## src/rtl/ifu.sv

```systemverilog
// ifu - Instruction Fetch Unit.
//
// Generates the fetch PC, issues 16-bit word reads to instruction memory,
// buffers returned words in order and hands them to decode over a
// valid/ready handshake. Supports redirect (flush and refetch from a new
// PC) and halt (stop issuing new requests).
//
// Ports:
//   clock, reset_n        rising-edge clock, asynchronous active-low reset
//   imem_req_o/addr_o     read request and word address to instruction memory
//   imem_gnt_i            request accepted this cycle
//   imem_rvalid_i/rdata_i in-order read response
//   instr_o, pc_o         head-of-buffer instruction and its address
//   instr_valid_o         instr_o/pc_o valid
//   instr_ready_i         decode accepts this cycle
//   redirect_i/pc_i       flush and restart fetch at redirect_pc_i
//   halt_i                suppress new requests while high
module ifu #(
    parameter int              ADDR_W   = 8,
    parameter logic [ADDR_W-1:0] RESET_PC = '0,
    parameter int              DEPTH    = 4
) (
    input  logic              clock,
    input  logic              reset_n,
    output logic              imem_req_o,
    output logic [ADDR_W-1:0] imem_addr_o,
    input  logic              imem_gnt_i,
    input  logic              imem_rvalid_i,
    input  logic [15:0]       imem_rdata_i,
    output logic [15:0]       instr_o,
    output logic [ADDR_W-1:0] pc_o,
    output logic              instr_valid_o,
    input  logic              instr_ready_i,
    input  logic              redirect_i,
    input  logic [ADDR_W-1:0] redirect_pc_i,
    input  logic              halt_i
);

    localparam int CNT_W = $clog2(DEPTH + 1);
    localparam int PTR_W = $clog2(DEPTH);
    localparam int SUM_W = CNT_W + 2;

    typedef enum logic [1:0] {
        ST_IDLE  = 2'd0,
        ST_FETCH = 2'd1,
        ST_HALT  = 2'd2
    } state_t;

    state_t state_q, state_d;

    logic [ADDR_W-1:0] fetch_pc_q;
    logic [ADDR_W-1:0] rsp_pc_q;      // PC of the next response that will be kept
    logic [CNT_W-1:0]  outstanding_q;
    logic [CNT_W-1:0]  count_q;
    logic [CNT_W-1:0]  discard_q;     // stale responses still to be dropped
    logic [PTR_W-1:0]  wr_ptr_q;
    logic [PTR_W-1:0]  rd_ptr_q;
    logic [15:0]       fifo_instr [DEPTH];
    logic [ADDR_W-1:0] fifo_pc    [DEPTH];

    logic [SUM_W-1:0]  inflight_sum;
    logic              credit_ok;
    logic              grant;
    logic              drop_rvalid;
    logic              keep_rvalid;
    logic              push;
    logic              pop;

    // FIFO pointers wrap at DEPTH, which need not be a power of two.
    function automatic logic [PTR_W-1:0] ptr_inc(input logic [PTR_W-1:0] p);
        return (p == PTR_W'(DEPTH - 1)) ? '0 : p + 1'b1;
    endfunction

    always_comb begin
        state_d = state_q;
        case (state_q)
            ST_IDLE:  state_d = ST_FETCH;
            ST_FETCH: if (halt_i)  state_d = ST_HALT;
            ST_HALT:  if (!halt_i) state_d = ST_FETCH;
            default:  state_d = ST_IDLE;
        endcase
    end

    // Request stage: credit counts every word that may still occupy a FIFO
    // slot, so a push can never find the FIFO full. Only registered counters
    // feed the credit check; ready/rvalid never reach imem_req_o.
    assign inflight_sum = SUM_W'(outstanding_q) + SUM_W'(count_q) + SUM_W'(discard_q);
    assign credit_ok    = inflight_sum < SUM_W'(DEPTH);
    assign imem_req_o   = (state_q == ST_FETCH) && !halt_i && !redirect_i && credit_ok;
    assign imem_addr_o  = fetch_pc_q;
    assign grant        = imem_req_o && imem_gnt_i;

    // Response stage: an rvalid with nothing outstanding or pending discard
    // is a protocol error and matches neither term, so it is ignored.
    assign drop_rvalid  = imem_rvalid_i && (discard_q != '0);
    assign keep_rvalid  = imem_rvalid_i && (discard_q == '0) && (outstanding_q != '0);
    assign push         = keep_rvalid && !redirect_i;

    // Output stage: redirect masks valid so nothing is consumed while flushing.
    assign instr_valid_o = (count_q != '0) && !redirect_i;
    assign pop           = instr_valid_o && instr_ready_i;
    assign instr_o       = fifo_instr[rd_ptr_q];
    assign pc_o          = fifo_pc[rd_ptr_q];

    always_ff @(posedge clock or negedge reset_n) begin
        if (!reset_n) begin
            state_q       <= ST_IDLE;
            fetch_pc_q    <= RESET_PC;
            rsp_pc_q      <= RESET_PC;
            outstanding_q <= '0;
            count_q       <= '0;
            discard_q     <= '0;
            wr_ptr_q      <= '0;
            rd_ptr_q      <= '0;
            for (int i = 0; i < DEPTH; i++) begin
                fifo_instr[i] <= '0;
                fifo_pc[i]    <= '0;
            end
        end else begin
            state_q <= state_d;
            if (redirect_i) begin
                // Everything still in flight belongs to the old stream. A kept
                // response arriving this cycle is consumed and thrown away.
                fetch_pc_q    <= redirect_pc_i;
                rsp_pc_q      <= redirect_pc_i;
                outstanding_q <= '0;
                discard_q     <= discard_q - CNT_W'(drop_rvalid) + outstanding_q
                                 + CNT_W'(grant) - CNT_W'(keep_rvalid);
                count_q       <= '0;
                wr_ptr_q      <= '0;
                rd_ptr_q      <= '0;
            end else begin
                if (grant) begin
                    fetch_pc_q <= fetch_pc_q + 1'b1;
                end
                outstanding_q <= outstanding_q + CNT_W'(grant) - CNT_W'(keep_rvalid);
                discard_q     <= discard_q - CNT_W'(drop_rvalid);
                if (push) begin
                    fifo_instr[wr_ptr_q] <= imem_rdata_i;
                    fifo_pc[wr_ptr_q]    <= rsp_pc_q;
                    wr_ptr_q             <= ptr_inc(wr_ptr_q);
                    rsp_pc_q             <= rsp_pc_q + 1'b1;
                end
                if (pop) begin
                    rd_ptr_q <= ptr_inc(rd_ptr_q);
                end
                count_q <= count_q + CNT_W'(push) - CNT_W'(pop);
            end
        end
    end

endmodule
```

## config.mk

```make
export PLATFORM = sky130hd
export DESIGN_NAME = ifu
export DESIGN_NICKNAME = d
export VERILOG_FILES = /design/src/rtl/ifu.sv
export SDC_FILE = /design/constraint.sdc
export NUM_CORES = 1
export LEC_CHECK = 0
export CAP_MARGIN = 20
export CORE_ASPECT_RATIO = 1.4
export CORE_UTILIZATION = 52
export CTS_CLUSTER_DIAMETER = 30
export CTS_CLUSTER_SIZE = 8
export DETAILED_ROUTE_END_ITERATION = 16
export HOLD_SLACK_MARGIN = 0.1
export PLACE_DENSITY = 0.77
export SYNTH_ARGS = -nofsm -noshare
export SYNTH_HDL_FRONTEND = slang
export SYNTH_SLANG_ARGS = --single-unit
```

## constraint.sdc

```tcl
create_clock -name clock -period 3.8 [get_ports clock]
set_input_delay 1.14 -clock clock [delete_from_list [all_inputs] [get_ports clock]]
set_output_delay 1.14 -clock clock [all_outputs]
set_load 0.02 [all_outputs]
```

==> results by group <==
Run status
  – Outcome: complete, but fails checks
  – Failing checks: setup timing

Power
  – Logic pwr share: 29.5%
  – Worst vdd ir: between 0.3 and 0.4 mV
  – NetSw: 1.40 mW
  – Static leakage: approximately 3.6 nW
  – Clk pwr share: between 30% and 40%
  – Sw Share: 30.2%
  – Pwr/cell area: slightly below 600 nW/um^2
  – Int Power: roughly 3.3 mW
  – Flop pwr share: a little over a third
  – Total power: between 4 and 5 mW

Clocking
  – H-tree Lvls: 4
  – Clock root buffer: clkbuf_16
  – Clock transition at path regs: roughly 0.06 ns
  – Worst-case clock buffer depth: 2
  – Hold Buf Count CTS: 0
  – Clk_lat worst skew: between 0.4 and 0.5 ns
  – CTS tree: yes
  – Num CTS Buffers: 17
  – CTS sink count: ~130

Place
  – Pre-CTS WS: -0.0661 ns
  – Final GP Congestion: just under 0.9
  – DP HPWL: 9110 microns
  – Buffers on Ports: 64

Setup path
  – Worst Path Required: between 2 and 3 ns
  – Reg2Reg Setup Slack: 0.03 ns
  – Crit-path slowest cell: fa_1
  – R2R cell count: 14
  – Max stage delay on crit path: 0.54 ns
  – Crit path max-delay family: adder cells
  – Critical path data arrival time: roughly 2.7 ns
  – RR Endpoint: discard_q[2]
  – WP buf/inv: 2
  – Startpoint Class: flop
  – Cell Chain, Critical Path: inv_2 -> fa_1 -> nor2_2 -> fa_1 -> nor2_2 -> o2111ai_2 -> a31oi_1 -> buf_2
  – Setup crit end kind: output port
  – R2r startpoint: discard_q[1]
  – CP Class: flop to output port
  – Worst Path Max Fanout: 3

Logic synthesis
  – Synth Flop Type: dfrtp_1
  – Synth cell types: 44
  – Ys Warns: 0
  – Mapped Cells: about 460
  – Mapped Area: between 6000 and 7000 sq um
  – Avg Cell Area, Syn: around 14 sq um
  – Post-synth EDFFs: 0
  – Seq/Total Area, Yosys: approximately half
  – Flop and latch count out of synthesis: approximately 130
  – Async SR Flop Fraction: 100%
  – Synthesized net count: between 500 and 600

Route
  – Vias: 4,083
  – Post-DR vias/cell: approximately 6
  – DRT iter0 DRCs: between 150 and 200
  – DR pass1 iterations: 5
  – Routed WL per cell: about 20 microns
  – Antenna-violating nets left: 0
  – Remaining DRCs: 0
  – Final wirelength: 14,100 microns

GRT
  – GRT overflow: 0
  – Initial antenna violation count: 0
  – GR peak layer: met2
  – Met2 Resource Use GR: approximately two fifths
  – GR Util All Layers: between 20% and 30%
  – GR Util met1: between 20% and 30%
  – Global-route wire length before repair: between 20,000 and 25,000 microns
  – Largest net degree at the start of global routing: 58
  – Vias in the first global route: 4,618
  – Met3 usage: 4.90%

Hold path
  – Tightest Hold Check Type: flop to flop
  – Worst Min Path Start: fifo_instr[3]
  – Hold path cells: 1
  – WHS Endpoint: fifo_instr[3]

Timing
  – Final worst-path cycle share: 101%
  – Fin. max-slew vios: 0
  – Least-Margin Pin Slew: about 0.72 ns
  – Worst setup margin: -0.0515 ns
  – Slew headroom: about half
  – Fin crit period: 3.85 ns
  – RSZ-0062 raised after global routing: true
  – Final setup violation count: 1
  – Fin. Hold Viols: 0
  – Final Skew: between 0.009 and 0.01 ns
  – Max Clk Rate: about 260 MHz

Floorplan
  – Die width: 97.1 microns
  – Die Area: ~13,000 sq um
  – Core area: approximately 12,000 sq um
  – Placement Rows: 48
  – Die height: 135 microns
  – I/O pins: between 60 and 70
  – Initial Utilization: between 50% and 60%

Layout
  – Final net count: 590
  – Area grow syn2layout: 22.1%
  – # diodes: 0
  – Layout fillers: about 890
  – Most common cell after layout, fill and taps aside: dfrtp_1
  – FF/Latch Area: 3180 sq um
  – Layout cell share with drive strength beyond 1: ~35%
  – Multi-input logic area: 3160 sq um
  – Most frequent cells in the layout: 126 x dfrtp_1, 80 x mux2_4, 62 x clkdlybuf4s50_1

Flow run
  – Max Cap Viol: 0
worst max-delay path by stage:
stage / start / to / slack [ns] / cells after the start
finish: discard_q[1] / imem_req_o / -0.05 / 8
global route: discard_q[1] / imem_req_o / -0.14 / 8
CTS: discard_q[1] / imem_req_o / 0.003 / 8
detailed placement: halt_i / imem_req_o / -0.07 / 5
global placement: halt_i / imem_req_o / 0.01 / 5
floorplan: outstanding_q[1] / discard_q[2] / 0.11 / 14
flip-flops by register name, summed over array words and instances, names as in the netlist:
signal / cells
fifo_instr: 64
fifo_pc: 32
imem_addr_o: 8
rsp_pc_q: 8
count_q: 3
discard_q: 3
outstanding_q: 3
rd_ptr_q: 2
state_q: 2
wr_ptr_q: 2
Yosys cell counts (all sizes together) (7+ instances only):
cell    number  area (sq um)
clkbuf      10          37.5
xnor2        8          70.1
nand2       22          90.1
nand3       10          50.1
buf         16           154
dfrtp      127          3180
inv         22          85.1
nor2         9          33.8
o211ai       8          60.1
fa           7           140
ha          16           200
o21ai        8          40.0
nand4       13          81.3
mux2        99          1420
mux4        24           541
power by group through the flow:
stage / Sequential [mW] / Clock [mW] / Combinational, mW
2_1_floorplan: 1.65 / 0 / 0.839
3_3_place_gp: 1.68 / 0 / 1.30
3_5_place_dp: 1.70 / 0 / 1.33
4_1_cts: 1.68 / 1.63 / 1.35
5_1_grt: 1.70 / 1.69 / 1.49
6_report: 1.68 / 1.60 / 1.38
metrics by stage:
stage	cell area (sq um)	TNS [ns]	hold slack, ns	utilization [%]	instances
2_1_floorplan	6590	0	0.452	-	455
3_3_place_gp	7430	0	0.461	60.0	665
3_5_place_dp	7430	-0.0864	0.470	60.0	665
4_1_cts	8010	0	0.483	64.7	697
5_1_grt	8040	-0.244	0.509	65.0	699
6_report	8040	-0.0515	0.481	65.0	699
final cells by class:
cell class                 instances  share of cell area [%]
tap                              150                    2.33
clock buffer                      19                    5.51
multi-input combinational        279                    39.2
sequential                       127                    39.5
inverter                          23                    1.10
timing repair buffer              88                    10.6
clock inverter                    13                    1.73
what timing repair did:
item	CTS	global route
endpoints found under the setup margin	2	2
setup buffers	0	2
pin swaps	1	5
resized for setup	7	5
endpoints found under the hold margin	0	0
cells by family (layout without fill, tap and decap cells):
family | Yosys count | in the layout | synth area share [%]
buffers and inverters | 49 | 143 | 4.25
DFF | 127 | 127 | 48.2
AOI/OAI and AO/OA | 32 | 32 | 3.34
adders and majority gates | 23 | 23 | 5.16
muxes | 123 | 123 | 29.7
and+or+nand+nor | 87 | 87 | 7.48
xor gates and xnor gates | 14 | 14 | 1.86
metal layers:
layer	vias up	wire length, microns
met3	21	419
met4	0	285
met2	75	7580
met5	-	0
li1	1817	-
met1	2170	5780
(Power assumes the default switching activity.)
